### src/rtl/riu2_pkg.sv
// Shared definitions for the riu2 histogram slice: bin count, FSM states, sizing helper.
package riu2_pkg;

    localparam int RIU2_NUM_BINS = 10;

    typedef enum logic [1:0] {
        IDLE  = 2'd0,
        ACCUM = 2'd1,
        READY = 2'd2
    } riu2_state_e;

    function automatic int riu2_clog2(input int value);
        int r;
        r = 0;
        for (int i = 0; i < 31; i++) begin
            if ((1 << r) < value) r = r + 1;
        end
        return r;
    endfunction

endpackage

### src/rtl/riu2_histogram_if.sv
// Code-stream input, frame control and read port of the riu2 histogram.
interface riu2_histogram_if #(parameter int BIN_W = 10);

    logic             done_i;
    logic             progress_done_i;
    logic [3:0]       data_i;
    logic             clear_i;
    logic [3:0]       rd_addr_i;
    logic [BIN_W-1:0] rd_data_o;
    logic             hist_valid_o;
    logic [BIN_W-1:0] sample_cnt_o;
    logic             code_err_o;
    logic             overrun_o;

    modport master (
        output done_i, progress_done_i, data_i, clear_i, rd_addr_i,
        input  rd_data_o, hist_valid_o, sample_cnt_o, code_err_o, overrun_o
    );

    modport slave (
        input  done_i, progress_done_i, data_i, clear_i, rd_addr_i,
        output rd_data_o, hist_valid_o, sample_cnt_o, code_err_o, overrun_o
    );

endinterface

### src/rtl/riu2_bin_counter.sv
// Single histogram counter with clear and increment; saturates when RIU2_HIST_SAT_EN
// is defined, otherwise wraps modulo 2^BIN_W.
module riu2_bin_counter #(
    parameter int BIN_W = 10
) (
    input  logic             clk,
    input  logic             rst,
    input  logic             i_clr,
    input  logic             i_inc,
    output logic [BIN_W-1:0] o_cnt
);

    logic [BIN_W-1:0] r_cnt;

    // A clear with a coincident increment starts the new frame at one.
    always_ff @(posedge clk or posedge rst) begin
        if (rst) begin
            r_cnt <= '0;
        end else if (i_clr) begin
            r_cnt <= i_inc ? BIN_W'(1) : '0;
        end else if (i_inc) begin
`ifdef RIU2_HIST_SAT_EN
            if (r_cnt != '1) r_cnt <= r_cnt + 1'b1;
`else
            r_cnt <= r_cnt + 1'b1;
`endif
        end
    end

    assign o_cnt = r_cnt;

endmodule

### src/rtl/riu2_histogram.sv
// Per-frame histogram of riu2 LBP codes with freeze/clear control and registered read port.
// Counter overflow behaviour selected by RIU2_HIST_SAT_EN (saturate) vs. default (wrap).
module riu2_histogram
    import riu2_pkg::*;
#(
    parameter int ROWS     = 30,
    parameter int COLS     = 30,
    parameter int NUM_BINS = RIU2_NUM_BINS,
    parameter int BIN_W    = riu2_clog2(ROWS * COLS + 1)
) (
    input  logic               clk,
    input  logic               rst,
    riu2_histogram_if.slave    bus
);

    riu2_state_e      r_state;
    riu2_state_e      w_next;
    logic             r_code_err;
    logic             r_overrun;
    logic             w_code_err_nxt;
    logic             w_overrun_nxt;
    logic             w_valid_code;
    logic             w_live;
    logic             w_clr;
    logic             w_inc;
    logic [BIN_W-1:0] w_bins [NUM_BINS];
    logic [BIN_W-1:0] w_sample_cnt;
    logic [BIN_W-1:0] w_rd_sel;
    logic [BIN_W-1:0] r_rd_data;

    assign w_valid_code = {28'd0, bus.data_i} < 32'(NUM_BINS);
    assign w_clr        = (r_state == READY) && bus.clear_i;
    // Samples are live while collecting, or when a clear reopens the frame in the same cycle.
    assign w_live       = (r_state != READY) || w_clr;
    assign w_inc        = bus.done_i && w_valid_code && w_live;

    always_ff @(posedge clk or posedge rst) begin
        if (rst) begin
            r_state    <= IDLE;
            r_code_err <= 1'b0;
            r_overrun  <= 1'b0;
        end else begin
            r_state    <= w_next;
            r_code_err <= w_code_err_nxt;
            r_overrun  <= w_overrun_nxt;
        end
    end

    always_comb begin
        w_next         = r_state;
        w_code_err_nxt = r_code_err;
        w_overrun_nxt  = r_overrun;
        case (r_state)
            IDLE: begin
                if (bus.progress_done_i) w_next = READY;
                else if (w_inc)          w_next = ACCUM;
            end
            ACCUM: begin
                if (bus.progress_done_i) w_next = READY;
            end
            READY: begin
                if (bus.clear_i) begin
                    w_next        = w_inc ? ACCUM : IDLE;
                    w_overrun_nxt = 1'b0;
                end else if (bus.done_i) begin
                    w_overrun_nxt = 1'b1;
                end
            end
            default: w_next = IDLE;
        endcase
        if (w_clr) w_code_err_nxt = 1'b0;
        if (bus.done_i && !w_valid_code && w_live) w_code_err_nxt = 1'b1;
    end

    for (genvar g = 0; g < NUM_BINS; g++) begin : g_bin
        riu2_bin_counter #(.BIN_W(BIN_W)) u_bin (
            .clk   (clk),
            .rst   (rst),
            .i_clr (w_clr),
            .i_inc (w_inc && (bus.data_i == 4'(g))),
            .o_cnt (w_bins[g])
        );
    end

    riu2_bin_counter #(.BIN_W(BIN_W)) u_sample_cnt (
        .clk   (clk),
        .rst   (rst),
        .i_clr (w_clr),
        .i_inc (w_inc),
        .o_cnt (w_sample_cnt)
    );

    always_comb begin
        w_rd_sel = '0;
        for (int i = 0; i < NUM_BINS; i++) begin
            if (bus.rd_addr_i == 4'(i)) w_rd_sel = w_bins[i];
        end
    end

    always_ff @(posedge clk or posedge rst) begin
        if (rst) r_rd_data <= '0;
        else     r_rd_data <= w_rd_sel;
    end

    assign bus.rd_data_o    = r_rd_data;
    assign bus.hist_valid_o = (r_state == READY);
    assign bus.sample_cnt_o = w_sample_cnt;
    assign bus.code_err_o   = r_code_err;
    assign bus.overrun_o    = r_overrun;

endmodule

### src/flat_wrapper.sv
// flat-port wrapper written by rule: the top's interface ports become plain ports
module riu2_histogram_flat import riu2_pkg::*;
#(
    parameter int ROWS     = 30,
    parameter int COLS     = 30,
    parameter int NUM_BINS = RIU2_NUM_BINS,
    parameter int BIN_W    = riu2_clog2(ROWS * COLS + 1)
)
  (clk, rst, bus_done_i, bus_progress_done_i, bus_data_i, bus_clear_i, bus_rd_addr_i, bus_rd_data_o, bus_hist_valid_o, bus_sample_cnt_o, bus_code_err_o, bus_overrun_o);
  riu2_histogram_if #(.BIN_W(BIN_W)) bus_i ();
  input  logic clk;
  input  logic rst;
  input wire logic [$bits(bus_i.done_i)-1:0] bus_done_i;
  input wire logic [$bits(bus_i.progress_done_i)-1:0] bus_progress_done_i;
  input wire logic [$bits(bus_i.data_i)-1:0] bus_data_i;
  input wire logic [$bits(bus_i.clear_i)-1:0] bus_clear_i;
  input wire logic [$bits(bus_i.rd_addr_i)-1:0] bus_rd_addr_i;
  output wire logic [$bits(bus_i.rd_data_o)-1:0] bus_rd_data_o;
  output wire logic [$bits(bus_i.hist_valid_o)-1:0] bus_hist_valid_o;
  output wire logic [$bits(bus_i.sample_cnt_o)-1:0] bus_sample_cnt_o;
  output wire logic [$bits(bus_i.code_err_o)-1:0] bus_code_err_o;
  output wire logic [$bits(bus_i.overrun_o)-1:0] bus_overrun_o;
  assign bus_i.done_i = bus_done_i;
  assign bus_i.progress_done_i = bus_progress_done_i;
  assign bus_i.data_i = bus_data_i;
  assign bus_i.clear_i = bus_clear_i;
  assign bus_i.rd_addr_i = bus_rd_addr_i;
  assign bus_rd_data_o = bus_i.rd_data_o;
  assign bus_hist_valid_o = bus_i.hist_valid_o;
  assign bus_sample_cnt_o = bus_i.sample_cnt_o;
  assign bus_code_err_o = bus_i.code_err_o;
  assign bus_overrun_o = bus_i.overrun_o;
  riu2_histogram #(.ROWS(ROWS), .COLS(COLS), .NUM_BINS(NUM_BINS), .BIN_W(BIN_W)) u_core (.clk(clk), .rst(rst), .bus(bus_i));
endmodule
### config.mk
export PLATFORM = sky130hd
export DESIGN_NAME = riu2_histogram_flat
export DESIGN_NICKNAME = d
export VERILOG_FILES = /design/src/rtl/riu2_pkg.sv /design/src/rtl/riu2_histogram_if.sv /design/src/rtl/riu2_bin_counter.sv /design/src/rtl/riu2_histogram.sv /design/src/flat_wrapper.sv
export SDC_FILE = /design/constraint.sdc
export NUM_CORES = 1
export LEC_CHECK = 0
export BUFFER_PORTS_ARGS = -buffer_cell sky130_fd_sc_hd__buf_4
export CAP_MARGIN = 5
export CORE_MARGIN = 2
export CORE_UTILIZATION = 50
export CTS_CLUSTER_DIAMETER = 200
export DETAILED_ROUTE_END_ITERATION = 7
export MAX_ROUTING_LAYER = met4
export PLACE_DENSITY = 0.68
export SLEW_MARGIN = 15
export SYNTH_ARGS = -nofsm -noshare
export SYNTH_HDL_FRONTEND = slang
export SYNTH_HIERARCHICAL = 1
export SYNTH_SLANG_ARGS = --single-unit
### constraint.sdc
create_clock -name clk -period 2.1 [get_ports clk]
set_input_delay 0.21 -clock clk [delete_from_list [all_inputs] [get_ports clk]]
set_output_delay 0.21 -clock clk [all_outputs]
set_load 0.01 [all_outputs]
# Word level (Yosys, flattened, before mapping)
# Cells that the tools add are included.
# W data, S select, Z words.
# word_totals
reg_bits	124
in_bits	13
output_inout_bits	23
elab_cells	139
# op_classes
add_sub_neg	11
n_lt_le_gt_ge	1
eq_ne	24
n_mux	53
n_reduce_logical	35
# op_table
op	n
$mux W10	32
$add A10 B1 Y10 const B	11
$eq A4 B3 Y1 const B	8
$reduce_bool A2 Y1	13
$eq A4 B2 Y1 const B	4
$eq A4 B4 Y1 const B	4
$mux W1	16
$logic_and A1 B1 Y1	15
$eq A4 B1 Y1 const B	2
$logic_not A4 Y1	2
$mux W2	4
$ne A2 B2 Y1 const B	3
$pmux W2 S3	1
$lt A4 B4 Y1 const B	1
$ne A3 B3 Y1 const B	1
$reduce_and A3 Y1	1
$eq A2 B1 Y1 const B	1
$eq A2 B2 Y1 const B	1
$logic_not A2 Y1	1
$reduce_and A2 Y1	1
$logic_not A1 Y1	1
$logic_or A1 B1 Y1	1

# Depth between registers and ports, before layout
# depth
depth_word	11
mapped_depth	8
ltp_nobuf	7

# Cells and area by module
# The synthesis kept the hierarchy.
# by_module_without_submodules
module	instances	cells_each	area_per_inst_um2
riu2_bin_counter	11	49	495.5
riu2_histogram	1	219	1726.7

# Worst setup path before layout
# Ideal clock, no wire load.
# synth_timing
path_type	register -> register
from	register u_core.r_state[1]
to	register u_core.g_bin[0].u_bin.r_cnt[9]
setup_time_ns	0.125
t_arrival_ns	2.074
setup_slack_ns	-0.098
stages_incl_launch_ff	9
cell_sequence	dfrtp_1 > or3b_1 > nand2_1 > or3_1 > nor3_1 > buf_4 > nand4_2 > nor4_1 > mux2_2
# synth_via
elab_chain_cells	6
elab_cells_between_ends	8
classes_between	eq/ne (2); mux (1); reduce/logical (5)
# synth_lines
element	line	rtl
from (decl)	riu2_histogram.sv:16	riu2_state_e r_state;
from (signal assigned)	riu2_histogram.sv:43	r_state <= w_next;
$eq A2 B2 Y1	riu2_histogram.sv:32	assign w_clr = (r_state == READY) && bus.clear_i;
$logic_and A1 B1 Y1	riu2_histogram.sv:32	
$logic_or A1 B1 Y1	riu2_histogram.sv:34	assign w_live = (r_state != READY) || w_clr;
$logic_and A1 B1 Y1	riu2_histogram.sv:35	assign w_inc = bus.done_i && w_valid_code && w_live;
$logic_and A1 B1 Y1	riu2_histogram.sv:80	.i_inc (w_inc && (bus.data_i == 4'(g))),
$reduce_bool A2 Y1 (no line)	--	
to (signal assigned)	riu2_bin_counter.sv:20	r_cnt <= i_inc ? BIN_W'(1) : '0;
to (signal assigned)	riu2_bin_counter.sv:25	r_cnt <= r_cnt + 1'b1;
to (decl)	riu2_bin_counter.sv:13	logic [BIN_W-1:0] r_cnt;
# Parallel ways exist; a longest one is shown, timed or not.
# A chain may end at the register's enable or synchronous reset.

# Worst setup path in the final report
# layout_timing
from	register u_core.r_state[1]
to	register u_core.g_bin[8].u_bin.r_cnt[9]
# layout_via
elab_chain_cells	6
elab_cells_between_ends	8
classes_between	eq/ne (2); mux (1); reduce/logical (5)
# layout_lines
element	line
$eq A2 B2 Y1	riu2_histogram.sv:32
$logic_and A1 B1 Y1	riu2_histogram.sv:32
$logic_or A1 B1 Y1	riu2_histogram.sv:34
$logic_and A1 B1 Y1	riu2_histogram.sv:35
$logic_and A1 B1 Y1	riu2_histogram.sv:80
$reduce_bool A2 Y1 (no line)	--
to (signal assigned)	riu2_bin_counter.sv:20
to (signal assigned)	riu2_bin_counter.sv:25
to (decl)	riu2_bin_counter.sv:13
# Parallel ways exist; a longest one is shown, timed or not.

==> flow_summary.yaml <==
clock_tree:
  htree_num_levels: 4
  clkTransAtPathRegs_ns: 0.06
  clk_path_buf_depth: 2
  clock_sinks: 124
  tritoncts.num_buffers: 17
  clock_latency_ns: 0.42
  cts_tree: "yes"
  clockRootBuffer: "clkbuf_16"
setup_path:
  cp_max_fo: 6
  critPathLaunchType: "flip-flop"
  crit_type: "reg2reg"
  crit_chain: "or3b_4 > buf_6 > nand4b_1 > nor3_2 > buf_4 > nand4_4 > nor4_2 > mux2_2"
  worst_path_largest_cell_delay_ns: 0.37
  path_delay_family: "simple AND/OR/NAND/NOR gates"
  critPathRequiredTime_ns: 2.41
  cp.arrival_ns: 2.48
  path_buf_inv: 2
  endpoint_kind: "flip-flop"
  crit_slowest_cell: "dfrtp_1"
route:
  first_pass_iters: 5
  drt_iter0_drc: 479
  route.antenna.remaining_nets: 0
  drc: 0
  drt-total-wl_mm: 18.6
  vias: 6102
  detail_route.wl_per_cell_um: 18.3
  vias_per_cell: 5.99
timing:
  hold_viol_final: 0
  min_period_ns: 2.18
  setup_viol: 22
  hold_slack_ns: 0.112
  worst_pin_slew_ns: 0.627
  finalCritPeriodShare_pct: 104
  final.setup.worst_slack_ns: -0.0766
  fmax_mhz: 459
  grt_setup_unrepaired: "true"
  drv_slew: 0
  fin_setup_tns_ns: -0.842
  fin_skew_ns: 0.00559
  max_slew_margin_pct: 58.2
placed_design:
  place_ws_ns: -0.0755
  hpwl_mm: 13.0
  port_buffers: 35
  place_congestion: 0.861
  dp_cells: 976
global_route:
  grt_pass1_vias: 5739
  track_usage_pct: 25.6
  met2_usage_pct: 38.9
  antenna_found_initial: 0
  overflow: 0
  use_met3_pct: 5.13
  grt_max_degree: 51
  grt_pass1_wl_mm: 29.2
  top_usage_layer: "met2"
  use_met1_pct: 34.2
power:
  leakage_nw: 3.84
  irDropWorstVdd_mv: 0.579
  power_density_nw_per_um2: 693
hold_path:
  hold_class: "in2reg"
die:
  initial_core_util_pct: 51.5
  std_cell_rows: 43
  dieArea_um2: 15300
  core_um2: 13900
  die_y_um: 124
  die_x_um: 124
  io_pins: 36
logic_synthesis:
  synth_edf_count: 0
  netlist.area_leader.share_pct: 43.2
  yosysSeqAreaShare_pct: 43.2
  syn-cell-area_um2: 7180
  synth.most_common_cell: "dfrtp_1"
  syn_inst: 758
  synth_top_cell_by_area: "dfrtp_1"
  yosys_most_used_dff: "dfrtp_1"
  yosys-top-cells-area: "dfrtp_1, mux2i_1, a21oi_1"
  synth_fp_nets: 782
  yosys.cell_types.count: 47
  async_flop_share_pct: 100
  yosysWarnings: 6
  postSynthAreaPerCell_um2: 9.47
  synthTopCellsByCount: "dfrtp_1, a21oi_1, nor2_1"
  ys_seq_elements: 124
run_status:
  violations: "negative setup slack"
  status: "finished, violations left"
final_layout:
  layout-drive-gt1-share_pct: 24.0
  diodes: 0
  utilization_pct: 62.7
  synthToLayoutAreaGrowth_pct: 21.8
  instances_no_fill: 1018
  layout.nets: 852
  fillers: 1155
flow_run:
  drv_cap: 0
[per-stage QoR]
stage          total power, mW  area [µm²]
6_report                  6.05        8740
5_1_grt                   6.30        8740
4_1_cts                   6.06        8430
3_5_place_dp              3.38        7840
3_3_place_gp              3.34        7840
2_1_floorplan             3.10        7250
[flip-flops by register name, indices dropped and copies added (netlist names)]
name and count:
u_core/g_bin.u_bin/o_cnt 100, u_core/bus.rd_data_o 10, u_core/u_sample_cnt/o_cnt 10, u_core/r_state 2, u_core/bus.code_err_o 1, u_core/bus.overrun_o 1
[layer usage]
metal  vias up  share of wire (%)
met5         -                  0
met3        28                5.4
li1       2859                  -
met2       184                 48
met1      3031                 45
met4         0                1.7
[final cells by class]
cell class                      count  area (µm²)  share of cell area, %
Clock buffer                       20         447                   5.11
Clock inverter                      9        75.1                  0.859
Inverter                           38         144                   1.65
Multi-Input combinational cell    553        3980                   45.5
Sequential cell                   124        3100                   35.5
Tap cell                          180         225                   2.58
Timing Repair Buffer               94         769                   8.80
[worst min-delay path: stages]
cell and delay, ns:
buf_4 0.14, a21oi_1 0.07, nor2_1 0.07
[path summary, 6_finish.rpt]
kind	slack, ns	cells after the start	start	end
worst min-delay path	0.11	3	bus_done_i	u_core/bus.overrun_o
worst min register to register	0.50	2	u_core/bus.overrun_o	u_core/bus.overrun_o
min in group asynchronous	0.43	3	rst	u_core/u_sample_cnt/o_cnt[2]
max in group asynchronous	1.17	3	rst	u_core/bus.rd_data_o[8]
worst max-delay path	-0.08	8	u_core/r_state[1]	u_core/g_bin[8].u_bin/o_cnt[9]
worst max register to register	-0.08	8	u_core/r_state[1]	u_core/g_bin[8].u_bin/o_cnt[9]
[power breakdown]
part	total, mW	switching [mW]	internal [mW]
logic	0.763	0.450	0.314
registers	2.62	0.127	2.49
clock network	2.67	1.05	1.62
[logic make-up (layout without fill, tap and decap cells)]
| logic type | after synthesis | count (layout) | synth area share, % |
|---|---|---|---|
| buffers and inverters | 81 | 161 | 5.68 |
| and+or+nand+nor | 275 | 275 | 22.1 |
| AOI/OAI and AO/OA | 165 | 165 | 13.4 |
| adders and majority gates | 11 | 11 | 1.92 |
| xor gates and xnor gates | 44 | 44 | 5.37 |
| DFF | 124 | 124 | 43.2 |
| muxes | 58 | 58 | 8.32 |
[what timing repair did]
action | 4_1_cts | 5_1_grt
resized for setup | 9 | 49
hold buffers | 2 | 0
endpoints found under the setup margin | 22 | 45
pin swaps | 10 | 15
endpoints found under the hold margin | 125 | 0
buffers inserted | 1 | 10
[placed cells by master (no fill, tap or decap), types with 7 or more instances in the layout]
master	count
dfrtp_1	124
buf_4	81
nor2_1	70
a21oi_1	58
mux2i_1	45
o21ai_0	44
inv_1	36
xor2_1	33
or3_1	31
nand2_1	29
nand2b_1	24
nand4_1	22
clkbuf_16	17
a21oi_2	16
nor2b_1	13
nand3_1	13
o31ai_1	11
xnor2_1	11
ha_1	11
mux2_2	10
nor3_1	9
o211ai_1	9
nand3_2	9
buf_6	9
a211oi_1	8
a22oi_1	8
nand4_4	8
clkinv_2	7
(Power assumes the default switching activity.)
